[config.mk]
export PLATFORM = sky130hd
export DESIGN_NAME = alu_arbiter
export DESIGN_NICKNAME = d
export VERILOG_FILES = /design/src/rtl/alu_arb_pkg.sv /design/src/rtl/alu_arbiter_rr_arbiter.sv /design/src/rtl/alu_arbiter.sv
export SDC_FILE = /design/constraint.sdc
export NUM_CORES = 1
export LEC_CHECK = 0
export BUFFER_PORTS_ARGS = -buffer_cell sky130_fd_sc_hd__buf_2
export CORE_AREA = 4 4 231 233
export CTS_CLUSTER_DIAMETER = 200
export DETAILED_ROUTE_END_ITERATION = 8
export DIE_AREA = 0 0 235 237
export GPL_ROUTABILITY_DRIVEN = 0
export PLACE_DENSITY_LB_ADDON = 0.2
export SETUP_SLACK_MARGIN = 0.1
export SKIP_CTS_REPAIR_TIMING = 1
export SYNTH_ARGS = -nofsm -noshare
export SYNTH_HDL_FRONTEND = slang
export SYNTH_SLANG_ARGS = --single-unit
[constraint.sdc]
create_clock -name clk -period 3.4 [get_ports clk]
set_input_delay 0.51 -clock clk [delete_from_list [all_inputs] [get_ports clk]]
set_output_delay 0.51 -clock clk [all_outputs]
set_load 0.005 [all_outputs]
[src/rtl/alu_arb_pkg.sv]
// Shared definitions for the ALU arbiter: default widths, opcode encodings
// and the bit-offset helper used to address the packed per-requester buses.
package alu_arb_pkg;

    localparam int DATA_W  = 64;
    localparam int OP_W    = 2;
    localparam int MAX_REQ = 8;

    // Opcodes understood by the shared ALU; remaining encodings are reserved.
    typedef enum logic [1:0] {
        ALU_OP_ADD  = 2'b00,
        ALU_OP_ADD1 = 2'b01
    } alu_op_t;

    // Low bit index of lane idx in a bus built from lanes of the given width.
    function automatic int slice_lo(input int idx, input int width);
        return idx * width;
    endfunction

endpackage

[src/rtl/alu_arbiter_rr_arbiter.sv]
// Round-robin grant generator. The search starts at rr_ptr and wraps
// modulo N; after a grant the pointer moves to the index just past the
// winner, so every continuously eligible requester wins within N cycles.
module rr_arbiter #(
    parameter int N = 2
) (
    input  logic         clk,
    input  logic         rst,
    input  logic [N-1:0] elig,
    input  logic         advance,
    output logic [N-1:0] grant
);
    import alu_arb_pkg::*;

    localparam int PTR_W = (N > 1) ? $clog2(N) : 1;

    logic [PTR_W-1:0] rr_ptr_reg;
    logic [PTR_W-1:0] rr_ptr_next;
    logic [N-1:0]     grant_next;
    logic [PTR_W:0]   cand;
    logic             found;

    // Pick the first eligible index at or after rr_ptr and compute the
    // pointer value that would follow a grant to it.
    always_comb begin
        grant_next  = '0;
        rr_ptr_next = rr_ptr_reg;
        found       = 1'b0;
        cand        = '0;
        for (int k = 0; k < N; k++) begin
            cand = {1'b0, rr_ptr_reg} + (PTR_W+1)'(k);
            if (cand >= (PTR_W+1)'(N)) begin
                cand = cand - (PTR_W+1)'(N);
            end
            if (!found && elig[cand[PTR_W-1:0]]) begin
                found                     = 1'b1;
                grant_next[cand[PTR_W-1:0]] = 1'b1;
                if (cand[PTR_W-1:0] == PTR_W'(N-1)) begin
                    rr_ptr_next = '0;
                end else begin
                    rr_ptr_next = cand[PTR_W-1:0] + PTR_W'(1);
                end
            end
        end
    end

    assign grant = grant_next;

    // Pointer only moves when a grant is actually issued.
    always_ff @(posedge clk) begin
        if (rst) begin
            rr_ptr_reg <= '0;
        end else if (advance) begin
            rr_ptr_reg <= rr_ptr_next;
        end
    end

endmodule

[src/rtl/alu_arbiter.sv]
// Shares one combinational ALU among NUM_REQ requesters. One request per
// cycle is granted round-robin, its operands are steered to the ALU and the
// result is captured into that requester's response slot, where it stays
// until the requester takes it. A slot that is being drained this cycle can
// be refilled in the same cycle, so a single requester sustains one op/cycle.
module alu_arbiter #(
    parameter int DATA_W  = alu_arb_pkg::DATA_W,
    parameter int OP_W    = alu_arb_pkg::OP_W,
    parameter int NUM_REQ = 2
) (
    input  logic                      clk,
    input  logic                      rst,
    input  logic [NUM_REQ-1:0]        req_valid,
    output logic [NUM_REQ-1:0]        req_ready,
    input  logic [NUM_REQ*DATA_W-1:0] req_a,
    input  logic [NUM_REQ*DATA_W-1:0] req_b,
    input  logic [NUM_REQ*OP_W-1:0]   req_op,
    output logic [DATA_W-1:0]         alu_in1,
    output logic [DATA_W-1:0]         alu_in2,
    output logic [OP_W-1:0]           alu_sig,
    input  logic [DATA_W-1:0]         alu_out,
    output logic [NUM_REQ-1:0]        resp_valid,
    input  logic [NUM_REQ-1:0]        resp_ready,
    output logic [NUM_REQ*DATA_W-1:0] resp_data
);
    import alu_arb_pkg::*;

    logic [NUM_REQ-1:0] slot_free;
    logic [NUM_REQ-1:0] elig;
    logic [NUM_REQ-1:0] grant;
    logic               resp_valid_reg [NUM_REQ];
    logic [DATA_W-1:0]  resp_data_reg  [NUM_REQ];

    // Nothing is granted while reset is asserted, so no result can be
    // captured for a request presented in the reset cycle.
    assign elig      = rst ? '0 : (req_valid & slot_free);
    assign req_ready = grant;

    rr_arbiter #(
        .N(NUM_REQ)
    ) u_rr (
        .clk     (clk),
        .rst     (rst),
        .elig    (elig),
        .advance (|grant),
        .grant   (grant)
    );

    // Steer the granted requester's operands to the ALU; idle drives zero.
    always_comb begin
        alu_in1 = '0;
        alu_in2 = '0;
        alu_sig = '0;
        for (int i = 0; i < NUM_REQ; i++) begin
            if (grant[i]) begin
                alu_in1 = req_a[slice_lo(i, DATA_W) +: DATA_W];
                alu_in2 = req_b[slice_lo(i, DATA_W) +: DATA_W];
                alu_sig = req_op[slice_lo(i, OP_W) +: OP_W];
            end
        end
    end

    genvar gi;
    generate
        for (gi = 0; gi < NUM_REQ; gi++) begin : g_slot
            // A slot can accept a new result if empty or being drained now.
            assign slot_free[gi] = ~resp_valid_reg[gi] | resp_ready[gi];

            // Capture on grant (refill wins over drain); otherwise a drain
            // clears valid and leaves the last data in place.
            always_ff @(posedge clk) begin
                if (rst) begin
                    resp_valid_reg[gi] <= 1'b0;
                    resp_data_reg[gi]  <= '0;
                end else if (grant[gi]) begin
                    resp_valid_reg[gi] <= 1'b1;
                    resp_data_reg[gi]  <= alu_out;
                end else if (resp_ready[gi]) begin
                    resp_valid_reg[gi] <= 1'b0;
                end
            end

            assign resp_valid[gi]                             = resp_valid_reg[gi];
            assign resp_data[slice_lo(gi, DATA_W) +: DATA_W]  = resp_data_reg[gi];
        end
    endgenerate

endmodule

# Yosys cells after proc, flatten, opt, wreduce, memory -nomap -nowiden
# Memories as Yosys holds them, arrays and structs flattened.
# Index checks and enable logic that the tools add are counted.
dict set report classes {
  n_mux 46
  order_cmp 6
  n_bitwise 12
  add_sub_neg 5
  n_reduce_logical 7
}
# operator n
set op_table {}
lappend op_table {{2-to-1 mux 64 bit} 6}
lappend op_table {{2-to-1 mux 1 bit} 33}
lappend op_table {{2-to-1 mux 2 bit} 5}
lappend op_table {{OR 1 bit} 8}
lappend op_table {{less-than comparator 1 x 2 -> 1 bit (second input constant)} 2}
lappend op_table {{logical AND 1 bit} 3}
lappend op_table {{adder 1 bit (second input constant)} 2}
lappend op_table {{adder 1 x 1 -> 2 bit (second input constant)} 1}
lappend op_table {{AND 2 bit} 1}
lappend op_table {{demux 1 bit (select 1 bit)} 2}
lappend op_table {{greater-or-equal comparator 1 bit (second input constant)} 2}
lappend op_table {{greater-or-equal comparator 1 x 2 -> 1 bit (second input constant)} 1}
lappend op_table {{greater-or-equal comparator 2 bit (second input constant)} 1}
lappend op_table {{NOT 1 bit} 2}
lappend op_table {{OR 2 bit} 1}
lappend op_table {{AND reduction 2 bit} 1}
lappend op_table {{nonzero test 2 bit} 1}
lappend op_table {{OR reduction 2 bit} 1}
lappend op_table {{subtractor 1 bit (second input constant)} 2}
lappend op_table {{zero test 1 bit} 1}
dict set report word_totals {
  out_inout_bits 262
  mem_count 2
  mem_bits_rw 130
  in_bits 330
  ff_bits 1
  wordCells 79
}
# memory words width read_ports rd_ports_with_merged_regs write_ports line_no
set memory_table {}
lappend memory_table {resp_data_reg 2 64 2 0 2 alu_arbiter.sv:32} ;# logic [DATA_W-1:0] resp_data_reg [NUM_REQ];
lappend memory_table {resp_valid_reg 2 1 2 0 2 alu_arbiter.sv:31} ;# logic resp_valid_reg [NUM_REQ];

# Depth between registers and ports, before layout
# Gate-level depths: netlist (run 1).
# An unclocked memory read counts as a cell.
dict set report depth {
  ltp_word 16
  ltp_mapped 6
  mapped_depth_nobuf 3
}

# Cells and area by module
# From an unflattened synthesis (run 1), not the netlist that was laid out.
dict set report hier_totals {
  cells_unflattened 456
  area_unflattened_um2 6311.1
}
# mod area_per_inst_um2 cells_per_inst n_inst seq_area_each_um2
set by_module_without_submodules {}
lappend by_module_without_submodules {alu_arbiter 6246.0 449 1 3903.7}
lappend by_module_without_submodules {rr_arbiter 65.1 7 1 20.0}

# Least setup slack after synthesis (run 1)
# Ideal clock, no wire load.
dict set report synth_path {
  kind {input port to flip-flop}
  from {in rst}
  to {mem resp_data_reg[0][0] (enable)}
  setup_slack_ns 0.177
  stages 4
  path_buffers 3
  required_time_ns 2.968
  arrival_time_ns 2.791
  setup_ns 0.432
  path_cell_list {buf_2 -> clkbuf_1 -> clkbuf_1 -> nand2b_1}
}
# item line_no
set synth_lines {}
lappend synth_lines {{from (decl)} alu_arbiter.sv:12} ;# input logic rst,
lappend synth_lines {{to (decl)} alu_arbiter.sv:32}

==> flow_summary.json, run 1 <==
{
  "largest_reg_flops": 128,
  "syn_to_final_growth_pct": 54.6,
  "r2r_start": "resp_valid_reg[1]",
  "critPathTopFamily": "compound AO/OA/AOI/OAI gates",
  "vias": 8065,
  "dr.first_iter.drc_count": 272,
  "path_max_fanout": 103,
  "outcome": "complete, no violations",
  "cts_root_buf": "clkbuf_16",
  "reg2reg_to": "resp_data_reg[1][22]",
  "p_per_area_mw_per_mm2": 406,
  "vias_per_cell": 3.93,
  "grt_pass1_vias": 8407,
  "max_cap_viol_count": 0,
  "wl_per_cell_um": 16.6,
  "cp.arrival_ns": 2.46,
  "htreeDepth": 4,
  "p_sw_mw": 1.32,
  "hp-class": "in2reg",
  "start_util_pct": 15.2,
  "finalInstanceArea_mm2": 0.0120,
  "syn_inst": 812,
  "cts_sinks": 131,
  "crit_chain": "nor2b_2, a311o_2, buf_12, o32ai_1, buf_2",
  "async_flop_share_pct": 0,
  "finalSetupViolations": 0,
  "finalCritPeriodShare_pct": 87.3,
  "ys_types": 19,
  "grt_max_degree": 104,
  "core.rowCount": 83,
  "synth_top_cells_by_area": "edfxtp_1 (50%), nand2b_1 (16%), o32ai_1 (15%)",
  "placed_area_mm2": 0.0115,
  "drive_gt1_share_pct": 47.0,
  "min_from": "resp_ready[0]",
  "fin_nets": 1690,
  "antenna_found_initial": 2,
  "fill_cells": 5676,
  "maxSlewHeadroom_pct": 63.7,
  "netlist.area_leader.share_pct": 50.2,
  "combPwrFrac_pct": 22.1,
  "route.detailed.drc": 0,
  "hold_end": "resp_valid_reg[0]",
  "post-route-min-period_ns": 2.97,
  "first_pass_iters": 4,
  "grt.overflow.total": 0,
  "fmax_mhz": 337,
  "setup.worst_path.start_class": "flip-flop",
  "critPathKind": "reg2out",
  "synth_edf_count": 130,
  "hold_violations": 0,
  "seqPwrFrac_pct": 40.4,
  "max_slew.worst_pin.slew_ns": 0.544,
  "setup-tns-final_ns": 0,
  "hold_depth": 2,
  "grt_first_pass_wirelength_um": 50300,
  "critPathRequiredTime_ns": 2.89,
  "p_clk_share_pct": 37.5,
  "syn-cell-area_mm2": 0.00778,
  "clk_latency_ns": 0.42,
  "io_pins": 592,
  "grt_usage_pct": 11.5,
  "cts_tree": "yes",
  "drv_slew": 0,
  "cp.buffers_inverters": 2,
  "syn_nets": 1142,
  "crit_slowest_cell": "a311o_2",
  "intPower_mw": 3.57,
  "dp_hpwl_um": 26100,
  "clock_skew_ns": 0.0105,
  "path_clk_slew_ns": 0.06,
  "coreArea_mm2": 0.0512,
  "die_area_mm2": 0.0557,
  "ys_seq_elements": 131,
  "ff2ff_setup_slack_ns": 1.21,
  "synth_top_cell_by_area": "edfxtp_1",
  "ys_top_cells_by_count": "nand2b_1 (196), inv_1 (132), nor2_1 (132)",
  "wl_um": 34000,
  "cts_buffers": 17,
  "critPathMaxStageDelay_ns": 0.53,
  "ir_drop_mv": 0.289,
  "leakage_nw": 5.92,
  "ys.flop_type": "edfxtp_1",
  "rsz0062_at_grt": "no",
  "yosysSeqAreaShare_pct": 50.4,
  "yosysWarnings": 0,
  "synth_area_per_cell_um2": 9.58,
  "synth_most_common_cell": "nand2b_1",
  "max-clock-path-buffers": 2,
  "sw_frac_of_total_pct": 27.0,
  "ant_nets": 0,
  "die_w_um": 235,
  "reg2reg_depth": 4,
  "die_h_um": 237,
  "io_buffers": 591,
  "end_kind": "primary output"
}
[how the worst max path moves through the flow]
stage / startpoint / end / cells after the start / slack (ns)
global placement: resp_ready[0] / alu_in2[59] / 6 / 0.64
detailed placement: resp_ready[0] / alu_in2[59] / 6 / 0.64
floorplan: rst / resp_data_reg[0][0] / 4 / 0.18
finish: resp_valid_reg[1] / alu_in2[59] / 5 / 0.43
CTS: resp_valid_reg[1] / alu_in2[59] / 5 / 0.39
global route: resp_valid_reg[1] / alu_in2[59] / 5 / 0.34
[layout make-up]
cell class / instances / area [um2] / share of cell area, %
flip-flops and latches: 131 / 3920 / 32.6
repair buffers: 611 / 3220 / 26.7
multi-input cells: 467 / 2970 / 24.7
well taps: 680 / 851 / 7.07
inverters: 132 / 495 / 4.12
clock buffers: 21 / 440 / 3.66
clock inverters: 10 / 135 / 1.12
diodes: 1 / 2.50 / 0.0208
[metal layers]
| layer | routed length [um] | global-route usage [%] |
|---|---|---|
| met1 | 13300 | 13.0 |
| met2 | 17400 | 20.6 |
| met3 | 2300 | 3.11 |
| met4 | 979 | 4.33 |
| met5 | 20 | 0 |
[logic make-up after synthesis]
| group | after synthesis | share of synthesized area, % |
|---|---|---|
| compound gates | 134 | 15.2 |
| buf+inv | 214 | 11.7 |
| simple gates | 333 | 22.7 |
| flops | 131 | 50.4 |
[power groups by stage]
stage                     registers (mW)  clock network (mW)  logic (mW)
after floorplan                     2.03                   0       0.469
after global placement              2.01                   0        1.11
after detailed placement            2.01                   0        1.10
after CTS                           1.98                1.89        1.11
after global routing                1.98                1.97        1.19
final                               1.97                1.83        1.08
[per-stage QoR]
| stage | util, % | power [mW] | setup slack (ns) | hold WS, ns | cells |
|---|---|---|---|---|---|
| floorplan | - | 2.50 | 0.177 | 0.454 | 812 |
| finish | 23.5 | 4.88 | 0.433 | 0.403 | 2053 |
| global placement | 22.4 | 3.12 | 0.641 | 0.474 | 2021 |
| detailed placement | 22.4 | 3.11 | 0.639 | 0.477 | 2021 |
| global route | 23.5 | 5.15 | 0.336 | 0.382 | 2053 |
| CTS | 23.5 | 4.98 | 0.392 | 0.362 | 2052 |
[layout by cell type (no fill, tap or decap), drive strengths merged]
cell	instances
o311ai	1
inv	132
clkbuf	22
dfxtp	1
edfxtp	130
buf	610
nor2	132
a311o	1
bufinv	3
nor2b	1
o32ai	130
o21ai	1
or3b	2
diode	1
nand3	1
a21oi	1
clkinvlp	3
clkinv	4
nand2b	197
(Power assumes the default switching activity.)
==> run 2, diff against run 1 <==
--- a/config.mk
+++ b/config.mk
@@ -6,10 +6,10 @@
 export NUM_CORES = 1
 export LEC_CHECK = 0
 export BUFFER_PORTS_ARGS = -buffer_cell sky130_fd_sc_hd__buf_2
-export CORE_AREA = 4 4 231 233
+export CORE_AREA = 2 2 229 231
 export CTS_CLUSTER_DIAMETER = 200
 export DETAILED_ROUTE_END_ITERATION = 8
-export DIE_AREA = 0 0 235 237
+export DIE_AREA = 0 0 231 233
 export GPL_ROUTABILITY_DRIVEN = 0
 export PLACE_DENSITY_LB_ADDON = 0.2
 export SETUP_SLACK_MARGIN = 0.1
==> run 2 against run 1 <==
- combinational power hardly changed
- first-iteration DRC count is 51% higher
- fmax is 3.5% lower
- worst hold slack worse by 0.025 ns
- via count is 0.35% lower
- count of clock-buffer cells in the layout is 1 lower
- cell count is 0.19% lower
- design area is 0.54% lower
- global-route usage is 0.21 points higher
- clock skew is 0.0043 ns higher
- critical path depth stayed put
- flip-flop and latch count stayed put
- largest cell class unchanged
==> flow_summary.json, run 2 (synthesized netlist as in run 1, its figures left out) <==
{
  "n_antenna_cell": 0,
  "hp-class": "in2reg",
  "path_max_fanout": 93,
  "finalCritPeriodShare_pct": 90.4,
  "setup.worst_path.end": "alu_in2[27]",
  "ant_nets": 0,
  "cts_sinks": 131,
  "reg2reg_to": "resp_data_reg[1][36]",
  "multi_input_area_mm2": 0.00297,
  "syn_to_final_growth_pct": 53.8,
  "path_clk_slew_ns": 0.07,
  "max-clock-path-buffers": 2,
  "r2r_start": "resp_valid_reg[1]",
  "antenna_found_initial": 1,
  "grt_pass1_vias": 8064,
  "wl_met3_um": 2040,
  "drv_slew": 0,
  "rsz0062_at_grt": "no",
  "htreeDepth": 4,
  "grt_first_pass_wirelength_um": 47900,
  "met1_length_um": 13400,
  "max_cap_viol_count": 0,
  "fin_cells": 2049,
  "fill_cells": 5688,
  "die_area_mm2": 0.0538,
  "io_buffers": 591,
  "fin_nets": 1687,
  "hold_violations": 0,
  "final_cell_mix": "buf_2 (590), nand2b_1 (194), inv_1 (132), nor2_1 (132)",
  "clock_skew_ns": 0.0148,
  "dr.first_iter.drc_count": 411,
  "maxSlewHeadroom_pct": 32.5,
  "coreArea_mm2": 0.0511,
  "wl_um": 33000,
  "reg2reg_depth": 5,
  "critPathKind": "reg2out",
  "setup-tns-final_ns": 0,
  "max_slew.worst_pin.slew_ns": 1.01,
  "fmax_mhz": 325,
  "leakage_nw": 5.90,
  "route.met2.wl_um": 17100,
  "die_w_um": 231,
  "io_pins": 592,
  "die_h_um": 233,
  "route.detailed.drc": 0,
  "finalSetupViolations": 0,
  "grt_max_degree": 121,
  "post-route-min-period_ns": 3.07,
  "setup.worst_path.start_class": "flip-flop",
  "dpl.cell_count": 2018,
  "cts_root_buf": "clkbuf_16",
  "critPathRequiredTime_ns": 2.89,
  "dp_hpwl_um": 24800,
  "seqCellArea_mm2": 0.00392,
  "wl_per_cell_um": 16.1,
  "cts_buffers": 17,
  "end_kind": "primary output",
  "dr.max_layer_used": "met4",
  "largest_reg_flops": 128,
  "cts_tree": "yes",
  "grt_usage_pct": 11.7,
  "final_common_cell": "buf_2",
  "core.rowCount": 83,
  "ir_drop_mv": 0.265,
  "cp.arrival_ns": 2.56,
  "vias": 8037,
  "p_per_area_mw_per_mm2": 406,
  "grt.overflow.total": 0,
  "clk_latency_ns": 0.43,
  "vias_per_cell": 3.92,
  "cp-startpoint": "resp_valid_reg[0]",
  "start_util_pct": 15.2,
  "ff2ff_setup_slack_ns": 1.16,
  "drive_gt1_share_pct": 46.9,
  "outcome": "complete, no violations",
  "first_pass_iters": 6
}
==> run 2: worst min-delay path by stage <==
| stage | from | to | cells after the start |
|---|---|---|---|
| 6_report | resp_ready[0] | resp_valid_reg[0] | 2 |
| 5_1_grt | resp_ready[0] | resp_valid_reg[0] | 2 |
| 4_1_cts | resp_ready[0] | resp_valid_reg[0] | 2 |
| 3_5_place_dp | u_rr.rr_ptr_reg | u_rr.rr_ptr_reg | 2 |
| 3_3_place_gp | u_rr.rr_ptr_reg | u_rr.rr_ptr_reg | 2 |
| 2_1_floorplan | u_rr.rr_ptr_reg | u_rr.rr_ptr_reg | 2 |
==> run 2: routing by layer <==
metal,GRT usage [%],vias to the layer above
li1,-,3866
met1,13.9,3788
met2,21.3,357
met3,2.41,26
met4,3.04,0
met5,0,-
==> run 2: worst max-delay path: stages (launching register included) <==
cell and delay, ns:
edfxtp_1 0.46, nand2b_4 0.13, a311o_2 0.23, buf_4 0.72, o32ai_1 0.34, buf_2 0.22
==> run 2: final cells by class <==
cell class,instances,share of cell area (%)
clock buffer,20,3.65
clock inverter,11,1.14
inverter,132,4.14
multi-input combinational,467,24.8
sequential,131,32.8
tap,680,7.11
timing repair buffer,608,26.4
==> run 2: power by group <==
| group | total [mW] | leakage (nW) | switching (mW) | internal (mW) |
|---|---|---|---|---|
| registers | 1.97 | 1.41 | 0.0355 | 1.93 |
| logic | 1.06 | 4.21 | 0.586 | 0.477 |
| clock network | 1.83 | 0.275 | 0.688 | 1.14 |
==> run 2: stage by stage <==
stage | hold WS [ns] | util [%] | area, um2 | setup WS [ns] | power (mW)
6_report | 0.378 | 23.4 | 12000 | 0.326 | 4.86
5_1_grt | 0.364 | 23.4 | 12000 | 0.172 | 5.12
4_1_cts | 0.351 | 23.4 | 12000 | 0.288 | 4.94
3_5_place_dp | 0.477 | 22.3 | 11400 | 0.568 | 3.09
3_3_place_gp | 0.474 | 22.3 | 11400 | 0.558 | 3.09
2_1_floorplan | 0.454 | - | 7780 | 0.177 | 2.50
==> run 3, diff against run 2 <==
--- a/config.mk
+++ b/config.mk
@@ -11,7 +11,7 @@
 export DETAILED_ROUTE_END_ITERATION = 8
 export DIE_AREA = 0 0 231 233
 export GPL_ROUTABILITY_DRIVEN = 0
-export PLACE_DENSITY_LB_ADDON = 0.2
+export PLACE_DENSITY = 0.51
 export SETUP_SLACK_MARGIN = 0.1
 export SKIP_CTS_REPAIR_TIMING = 1
 export SYNTH_ARGS = -nofsm -noshare
==> run 3 against run 2 <==
- setup slack improved by 0.22 ns
- design area increased by 0.85%
- combinational power about the same
- via count increased by 0.72%
- register-to-register slack improved by 0.03 ns
- sequential share of layout area decreased by 0.28 points
==> flow_summary.json, run 3 (synthesized netlist as in run 1, its figures left out) <==
{
  "outcome": "complete, no violations",
  "die_w_um": 231,
  "critPathKind": "reg2out",
  "rsz0062_at_grt": "no",
  "htreeDepth": 4,
  "maxSlewHeadroom_pct": 52.6,
  "clk_latency_ns": 0.42,
  "io_pins": 592,
  "crit_slowest_cell": "edfxtp_1",
  "io_buffers": 591,
  "dp_hpwl_um": 26000,
  "dpl.cell_count": 2019,
  "hold_violations": 0,
  "setup.worst_path.start_class": "flip-flop",
  "hp-class": "in2reg",
  "drive_gt1_share_pct": 47.0,
  "core.rowCount": 83,
  "largest_reg_flops": 128,
  "final_cell_mix": "buf_2 (590), nand2b_1 (194), inv_1 (132), nor2_1 (132)",
  "vias": 8095,
  "start_util_pct": 15.2,
  "grt_max_degree": 120,
  "wl_um": 33000,
  "critPathRequiredTime_ns": 2.89,
  "end_kind": "primary output",
  "ir_drop_mv": 0.263,
  "crit_chain": "nor2b_2, o311ai_4, buf_12, buf_12, o32ai_1, buf_2",
  "cts_tree": "yes",
  "grt_pass1_vias": 7937,
  "cts_sinks": 131,
  "coreArea_mm2": 0.0511,
  "fmax_mhz": 351,
  "max_cap_viol_count": 0,
  "syn_to_final_growth_pct": 55.1,
  "grt.overflow.total": 0,
  "grt_first_pass_wirelength_um": 47000,
  "first_pass_iters": 5,
  "fin_nets": 1688,
  "path_max_fanout": 62,
  "finalCritPeriodShare_pct": 83.9,
  "post-route-min-period_ns": 2.85,
  "grt_usage_pct": 11.5,
  "cp.arrival_ns": 2.34,
  "ant_nets": 0,
  "cts_buffers": 17,
  "max-clock-path-buffers": 2,
  "vias_per_cell": 3.94,
  "route.detailed.drc": 0,
  "finalSetupViolations": 0,
  "critPathMaxStageDelay_ns": 0.37,
  "path_clk_slew_ns": 0.06,
  "drv_slew": 0,
  "leakage_nw": 5.93,
  "setup-tns-final_ns": 0,
  "p_per_area_mw_per_mm2": 403,
  "antenna_found_initial": 13,
  "fin_cells": 2057,
  "die_h_um": 233,
  "cts_root_buf": "clkbuf_16",
  "path_common_cell": "buf_12",
  "max_slew.worst_pin.slew_ns": 0.711,
  "final_common_cell": "buf_2",
  "die_area_mm2": 0.0538,
  "wl_per_cell_um": 16.0,
  "dr.first_iter.drc_count": 363,
  "clock_skew_ns": 0.00970
}
run 3: changes by cell type in the layout (fill, tap and decap cells not counted):
cell / before / now
clkbuf_1: 3 / 0
diode_2: 0 / 6
clkinv_2: 3 / 2
inv_6: 1 / 2
buf_4: 12 / 8
clkinv_4: 0 / 1
clkinvlp_4: 2 / 3
buf_12: 5 / 10
clkinv_1: 2 / 4
run 3: final cells by class:
class,count,area [um2]
Antenna cell,6,15.0
Fill cell,5673,39000
Sequential cell,131,3920
Clock inverter,15,164
Timing Repair Buffer,609,3230
Inverter,132,495
Clock buffer,17,425
Multi-Input combinational cell,467,2970
Tap cell,680,851
run 3: routing by layer:
metal	GRT usage, %	part of all wire (%)	wire length (um)	vias to the layer above
li1	-	-	-	3873
met1	13.8	39	13000	3763
met2	20.1	51	16800	430
met3	2.78	7.8	2570	27
met4	3.87	1.8	588	2
met5	0	0.042	14	-
run 3: critical path: cells and delay by family, from the launching register on:
| kind | cells | cell delay, ns |
|---|---|---|
| AND/OR/NAND/NOR | 1 | 0.20 |
| AO/OA/AOI/OAI | 2 | 0.50 |
| buffers and inverters | 3 | 0.75 |
| flip-flops | 1 | 0.37 |
run 3: metrics by stage:
step | util (%) | cell area (um2) | hold slack [ns] | power (mW) | setup WS (ns)
floorplan | - | 7780 | 0.454 | 2.50 | 0.177
global placement | 22.4 | 11500 | 0.486 | 3.09 | 0.825
detailed placement | 22.4 | 11500 | 0.474 | 3.09 | 0.836
CTS | 23.6 | 12100 | 0.384 | 4.93 | 0.549
global route | 23.6 | 12100 | 0.398 | 5.10 | 0.416
finish | 23.6 | 12100 | 0.406 | 4.86 | 0.548
run 3: path summary, 6_finish.rpt:
kind	slack, ns	to	depth (start not counted)	start
hold / removal	0.41	resp_data_reg[1][20]	3	alu_out[20]
setup reg to reg	1.19	resp_data_reg[1][17]	5	resp_valid_reg[1]
hold reg to reg	0.47	u_rr.rr_ptr_reg	2	u_rr.rr_ptr_reg
setup / recovery	0.55	alu_in1[48]	6	resp_valid_reg[1]
run 3: power by group:
part / switching (mW) / internal, mW
Sequential: 0.0363 / 1.93
Combinational: 0.581 / 0.490
Clock: 0.680 / 1.14
